===== src/rtl/lcd_hd44780_responder.sv =====
// Display-side model of an HD44780 character LCD on the 8-bit parallel bus.
// Optional read-back path (busy/AC and DDRAM reads) is enabled by defining LCD_RESP_READ_EN.
module lcd_hd44780_responder #(
    parameter int CMD_CYCLES   = 1850,
    parameter int CLEAR_CYCLES = 76500
) (
    input  logic       clk,
    input  logic       rst_n,
    input  logic       lcd_rs,
    input  logic       lcd_rw,
    input  logic       lcd_e,
    input  logic [7:0] lcd_data,
    input  logic [4:0] fb_addr,
    output logic [7:0] fb_data,
    output logic       busy,
    output logic [6:0] ac,
    output logic       disp_on,
    output logic       cursor_on,
    output logic       blink_on,
    output logic       inc_mode,
    output logic       init_done,
    output logic       busy_viol,
    output logic       addr_err
`ifdef LCD_RESP_READ_EN
    ,
    output logic [7:0] rd_data
`endif
);

    localparam int MAX_CYCLES = (CMD_CYCLES > CLEAR_CYCLES) ? CMD_CYCLES : CLEAR_CYCLES;
    localparam int CNT_W      = $clog2(MAX_CYCLES + 1);
    localparam logic [CNT_W-1:0] CMD_LOAD   = CNT_W'(CMD_CYCLES);
    localparam logic [CNT_W-1:0] CLEAR_LOAD = CNT_W'(CLEAR_CYCLES);

    logic [7:0]       ddram [32];
    logic             e_q;
    logic [CNT_W-1:0] busy_cnt;
    logic             strobe;
    logic             cell_hit;
    logic [4:0]       cell_idx;
    logic             addr_ok;

    // AC walks 0x00-0x27 then 0x40-0x67, wrapping between the two line ranges.
    function automatic logic [6:0] ac_next(input logic [6:0] a, input logic up);
        logic [6:0] r;
        if (up) begin
            if (a == 7'h27)      r = 7'h40;
            else if (a == 7'h67) r = 7'h00;
            else                 r = a + 7'd1;
        end else begin
            if (a == 7'h00)      r = 7'h67;
            else if (a == 7'h40) r = 7'h27;
            else                 r = a - 7'd1;
        end
        return r;
    endfunction

    always_comb begin
        strobe   = e_q & ~lcd_e;
        cell_hit = (ac[6:4] == 3'b000) || (ac[6:4] == 3'b100);
        cell_idx = {ac[6], ac[3:0]};
        addr_ok  = (lcd_data[5:0] <= 6'h27);
    end

    assign busy = (busy_cnt != '0);

    always_ff @(posedge clk or negedge rst_n) begin
        if (!rst_n) begin
            for (int i = 0; i < 32; i++) ddram[i] <= 8'h20;
            e_q       <= 1'b0;
            busy_cnt  <= '0;
            ac        <= 7'h00;
            disp_on   <= 1'b0;
            cursor_on <= 1'b0;
            blink_on  <= 1'b0;
            inc_mode  <= 1'b1;
            init_done <= 1'b0;
            fb_data   <= 8'h20;
            busy_viol <= 1'b0;
            addr_err  <= 1'b0;
`ifdef LCD_RESP_READ_EN
            rd_data   <= 8'h00;
`endif
        end else begin
            e_q       <= lcd_e;
            fb_data   <= ddram[fb_addr];
            busy_viol <= 1'b0;
            addr_err  <= 1'b0;
            if (busy) busy_cnt <= busy_cnt - CNT_W'(1);

            if (strobe && !lcd_rw) begin
                if (busy) begin
                    busy_viol <= 1'b1;
                end else if (lcd_rs) begin
                    if (cell_hit) ddram[cell_idx] <= lcd_data;
                    ac       <= ac_next(ac, inc_mode);
                    busy_cnt <= CMD_LOAD;
                end else begin
                    busy_cnt <= CMD_LOAD;
                    casez (lcd_data)
                        8'b1???????: begin
                            if (addr_ok) begin
                                ac <= lcd_data[6:0];
                            end else begin
                                ac       <= 7'h00;
                                addr_err <= 1'b1;
                            end
                        end
                        8'b01??????: ;
                        8'b001?????: begin
                            if (lcd_data[4] && lcd_data[3]) init_done <= 1'b1;
                        end
                        8'b0001????: begin
                            if (!lcd_data[3]) ac <= ac_next(ac, lcd_data[2]);
                        end
                        8'b00001???: begin
                            disp_on   <= lcd_data[2];
                            cursor_on <= lcd_data[1];
                            blink_on  <= lcd_data[0];
                        end
                        8'b000001??: inc_mode <= lcd_data[1];
                        8'b0000001?: begin
                            ac       <= 7'h00;
                            busy_cnt <= CLEAR_LOAD;
                        end
                        8'b00000001: begin
                            for (int i = 0; i < 32; i++) ddram[i] <= 8'h20;
                            ac       <= 7'h00;
                            inc_mode <= 1'b1;
                            busy_cnt <= CLEAR_LOAD;
                        end
                        default: ;
                    endcase
                end
            end

`ifdef LCD_RESP_READ_EN
            // Status reads are always honoured; DDRAM reads respect busy like writes.
            if (strobe && lcd_rw) begin
                if (!lcd_rs) begin
                    rd_data <= {busy, ac};
                end else if (busy) begin
                    busy_viol <= 1'b1;
                end else begin
                    rd_data <= cell_hit ? ddram[cell_idx] : 8'h20;
                    ac      <= ac_next(ac, inc_mode);
                end
            end
`endif
        end
    end

endmodule


===== config.mk =====
export PLATFORM = sky130hd
export DESIGN_NAME = lcd_hd44780_responder
export DESIGN_NICKNAME = d
export VERILOG_FILES = /design/src/rtl/lcd_hd44780_responder.sv
export SDC_FILE = /design/constraint.sdc
export NUM_CORES = 1
export LEC_CHECK = 0
export BUFFER_PORTS_ARGS = -buffer_cell sky130_fd_sc_hd__buf_4
export CAP_MARGIN = 5
export CORE_ASPECT_RATIO = 2
export CORE_MARGIN = 4
export CORE_UTILIZATION = 60
export CTS_CLUSTER_SIZE = 10
export DETAILED_ROUTE_END_ITERATION = 8
export PLACE_DENSITY = 0.77
export RECOVER_POWER = 100
export SYNTH_ARGS = -nofsm -noshare
export SYNTH_HDL_FRONTEND = slang
export SYNTH_SLANG_ARGS = --single-unit

===== constraint.sdc =====
create_clock -name clk -period 3.6 [get_ports clk]
set_input_delay 0.72 -clock clk [delete_from_list [all_inputs] [get_ports clk]]
set_output_delay 0.72 -clock clk [all_outputs]
set_load 0.02 [all_outputs]

-- Word level (Yosys, flattened, before mapping)
Cells that the tools add are included.
W data, S select, Z words.
- register bits: 296
- output and inout bits: 23
- add/subtract/negate cells: 3
- eq/ne operators: 12
- muxes and demuxes: 32
- magnitude comparators: 4
- reductions and logical operators: 17
- bitwise logic cells: 6
- operators by type and width (operator ; number):
    $mux W256 ; 3
    $bwmux W256 ; 1
    $mux W17 ; 5
    $mux W7 ; 9
    $bmux W8 S5 ; 1
    $demux W8 S5 ; 1
    $mux W8 ; 3
    $pmux W7 S3 ; 1
    $reduce_bool A17 Y1 ; 1
    $sub A17 B1 Y17 const B ; 1
    $reduce_and A4 Y1 ; 4
    $eq A7 B7 Y1 const B ; 2
    $ge A6 B6 Y1 const B ; 2
    $not A5 Y6 ; 2
    $eq A8 B1 Y1 const B ; 1
    $add A7 B1 Y7 const B ; 1
    $eq A7 B1 Y1 const B ; 1
    $eq A7 B6 Y1 const B ; 1
    $logic_not A7 Y1 ; 1
    $mux W1 ; 7
    $sub A7 B1 Y7 const B ; 1
    $eq A6 B1 Y1 const B ; 1
    $le A6 B6 Y1 const B ; 1
    $lt A6 B1 Y1 const B ; 1
    17 further kinds ; 22

-- Longest topological paths before layout
- depth in word-level cells: 8
- mapped depth: 10
- gate-level depth less buffers: 8

-- Worst setup path before layout
OpenSTA, ideal clock, no wires.
- path type: input -> register
- from: input fb_addr[0]
- to: register fb_data[0]
- stages on the path: 5
- slack: 570 ps
- arrival time: 2906 ps
- path buffers: 2
- cells stage by stage: clkbuf_1 buf_1 mux4_2 mux4_2 mux2_2
- word-level cells in the longest chain between the ends: 4
- RTL lines (item ; RTL line ; source):
    from (decl) ; 13 ; input logic [4:0] fb_addr,
    $not A5 Y6 (implied by the code) ; 86 ; fb_data <= ddram[fb_addr];
    $bmux W8 S5 ; 86 ;
    $mux W8 (implied by the code) (2 in series) ; 86 ;
    to (signal assigned) ; 86 ;
    to (decl) ; 14 ; output logic [7:0] fb_data,
Every way passes these cells. The select of a mux whose other input is x is not followed.
A chain may end at the register's enable or synchronous reset.

-- Worst setup path in the final report
- from: register busy_cnt[8]
- to: output busy
- word-level cells in the longest chain between the ends: 1
- RTL lines (item ; RTL line ; source):
    from (decl) ; 37 ; logic [CNT_W-1:0] busy_cnt;
    from (signal assigned) ; 89 ; if (busy) busy_cnt <= busy_cnt - CNT_W'(1);
    $reduce_bool A17 Y1 ; 65 ; assign busy = (busy_cnt != '0);
    to (decl) ; 15 ; output logic busy,
Every way passes these cells.

==> results.py <==
metrics = {
    "synthesis": {
        "syn-num-nets": 1137,
        "yosys.cell_count.top_type": "dfrtp_1",
        "ys.flop_type": "dfrtp_1",
        "synthCells": 1111,
        "netlist_top_cells_count": "262 x dfrtp_1, 224 x o2bb2ai_1, 94 x nor2_1",
        "yosysUniqueCellTypes": 59,
        "ys_ff_latch": 296,
        "syn_avg_cell_area_um2": 12.6,
        "ys_seq_area_share_pct": 53.3,
        "synth_top_area_share_pct": 46.9,
        "syn_area_mm2": 0.0140,
        "synth_area_leaders": "dfrtp_1 47%, o2bb2ai_1 14%, mux4_2 13%, dfstp_2 6.4%, nor2_1 2.5%",
        "yosys_warnings": 0,
        "synthArstFlopShare_pct": 100,
        "synth-edff-count": 0,
        "yosys.area.top_type": "dfrtp_1",
    },
    "setup_path": {
        "critPathKind": "reg2out",
        "path_buf_inv": 3,
        "cp_max_fo": 9,
        "r2r_cells": 7,
        "rrSetupSlack_ps": 290,
        "rr_endpoint": "ddram[221]",
        "cp_top_family": "simple AND/OR/NAND/NOR gates",
        "endpoint_kind": "output port",
        "crit_path_start_kind": "flop",
        "slowest_stage": "or4_1",
        "cpPeakStageDelay_ps": 600,
        "path_cells": "or4_1, or4_4, nor2_1, clkinv_1, buf_4, clkbuf_1",
        "worstReg2RegStart": "busy_cnt[8]",
        "arrival_ps": 2660,
        "cp.required_ps": 2880,
    },
    "worst_hold_path": {
        "hp-class": "in2reg",
        "min_path_cells": 1,
        "hp-start": "lcd_e",
        "hold_end": "e_q",
    },
    "sta": {
        "finalClockSkew_ps": 14.6,
        "setup_viol": 0,
        "fin_crit_sh_pct": 93.8,
        "layout_min_cycle_time_ps": 3380,
        "rsz0062_at_grt": "no",
        "tightest_slew_ps": 2560,
        "relSlewSlack_pct": -70.8,
        "finalHoldViolations": 0,
        "tns_ps": 0,
        "max_freq_mhz": 296,
        "drv_slew": 95,
    },
    "global_route": {
        "grt_overflow": 0,
        "grt_pass1_wl_um": 59800,
        "grt.total_usage_pct": 29.8,
        "grt_max_degree": 97,
        "grt_pass1_vias": 10600,
        "antenna_found_initial": 0,
    },
    "pwr": {
        "p_sw_share_pct": 23.0,
        "p_seq_share_pct": 49.2,
        "switchingPower_mw": 1.60,
        "combPwrFrac_pct": 5.2,
        "internal_power_mw": 5.37,
        "clkPwrFrac_pct": 45.6,
        "power.density_mw_per_mm2": 452,
        "ir_drop_mv": 0.487,
        "power.leakage_nw": 6.30,
    },
    "clock_network": {
        "cts_tree": "done",
        "clockRootBuffer": "clkbuf_16",
        "ctsHoldBuffers": 0,
        "cts_num_sinks": 296,
        "cts.reportedPaths.clkPinSlew_ps": 50,
        "cts_inserted_buffers": 35,
        "cts_resized": 0,
        "cts_buffer_depth": 3,
        "cts_setup_buffers": 0,
        "clk_latency_ps": 520,
        "h-tree-depth": 2,
    },
    "routing": {
        "totalWireLength_um": 36700,
        "num_vias": 9853,
        "antenna_left": 0,
        "drtPass1Iterations": 5,
        "viasPerCell": 6.82,
        "wl_per_cell_um": 25.4,
        "drt_iter0_drc": 848,
        "route.detailed.drc": 0,
    },
    "floorplanning": {
        "start_util_pct": 61.2,
        "io-pin-count": 41,
        "fp-row-count": 78,
        "die_h_um": 224,
        "die_w_um": 116,
        "die_area_mm2": 0.0260,
        "fp.coreArea_mm2": 0.0228,
    },
    "placed_design": {
        "portBuffers": 40,
        "dp_cells": 1383,
        "place_congestion": 0.875,
        "hpwl_um": 24700,
    },
    "finish": {
        "n_fill_cell": 1718,
        "drive_gt1_share_pct": 20.5,
        "layoutNonFillerInstCount": 1445,
        "final-seq-area_mm2": 0.00745,
        "nets": 1166,
        "antenna_cells": 0,
        "multi_input_area_mm2": 0.00610,
        "areaGrowthSynthToFinish_pct": 10.4,
    },
    "run_status": {
        "failed_checks": "capacitance limit, slew limit",
        "status": "finished with violations",
    },
    "flow_run": {
        "drv_cap": 1,
    },
}
-- cells by family after synthesis --
kind of cell             count (synthesis)  share of synthesized area, %
buffers and inverters                   92                          2.95
AO/OA/AOI/OAI                          318                          18.1
AND/OR/NAND/NOR                        282                          9.57
multiplexers                            99                          14.3
flip-flops                             296                          53.3
XOR/XNOR                                16                          1.00
adder cells (fa/ha/maj)                  8                         0.716
-- worst register-to-register path, delay by kind of cell (launching register included) --
kind                   cells  cell delay [ps]
buffers and inverters      1              350
flip-flops                 1              440
AND/OR/NAND/NOR            6             2450
-- flip-flops by register name, summed over array words and instances (netlist names) --
register   flops
init_done      1
fb_data        8
ac             7
ddram        256
inc_mode       1
busy_viol      1
cursor_on      1
busy_cnt      17
e_q            1
addr_err       1
disp_on        1
blink_on       1
-- layout by cell type (no fill, tap or decap), types with 4 or more instances in the layout --
master     count
clkbuf_2       5
nand2_2       28
a31oi_1        5
clkbuf_1      52
nor3b_1        4
dfstp_2       33
buf_12         5
nand3_1       16
buf_4         35
mux4_2        80
nor3_1        11
nor4_1         6
nand2b_1       4
nand2_1       81
o21ai_0       15
or4_1          5
xnor2_1       13
a211oi_1       4
inv_1          9
ha_1           8
nor2_1        96
clkbuf_16     35
dfrtp_1      262
a21oi_1       45
mux2_2         8
mux2i_1        8
o2bb2ai_1    224
nor2b_1        6
or3_1          7
-- metal layers --
metal	track usage, %	part of all wire, %
met5	0	0
met4	18.0	7.2
met3	4.19	4.4
met2	50.1	52
met1	35.9	36
-- per-stage QoR --
| step | util (%) | setup WS, ps | power [mW] | hold WS (ps) | instance area (um^2) |
|---|---|---|---|---|---|
| finish | 67.6 | 221 | 6.98 | 354 | 15400 |
| global route | 67.6 | 94.9 | 7.21 | 368 | 15400 |
| CTS | 68.3 | 280 | 7.04 | 267 | 15600 |
| detailed placement | 63.9 | 300 | 3.86 | 465 | 14600 |
| global placement | 63.9 | 330 | 3.85 | 454 | 14600 |
| floorplan | - | 570 | 3.70 | 424 | 14000 |
-- area by class of cell --
type | instances | share of cell area, %
Tap cell | 280 | 2.27
Sequential cell | 296 | 48.2
Multi-Input combinational cell | 723 | 39.5
Clock buffer | 61 | 6.43
Timing Repair Buffer | 74 | 3.23
Clock inverter | 1 | 0.0567
Inverter | 10 | 0.243
-- power groups by stage --
stage	Combinational, mW	Sequential, mW	Clock, mW
after floorplan	0.221	3.48	0
after global placement	0.363	3.49	0
final	0.361	3.43	3.18
after CTS	0.373	3.43	3.23
after detailed placement	0.370	3.49	0
after global routing	0.408	3.44	3.36
-- worst max path at each step --
stage	from	endpoint	slack [ps]	cells after the start
6_report	busy_cnt[8]	busy	220	6
5_1_grt	fb_addr[0]	fb_data[3]	90	5
4_1_cts	busy_cnt[8]	busy	280	6
3_5_place_dp	lcd_data[6]	ddram[52]	300	8
3_3_place_gp	lcd_data[6]	ddram[72]	330	8
2_1_floorplan	fb_addr[0]	fb_data[0]	570	5
(Power assumes the default switching activity.)
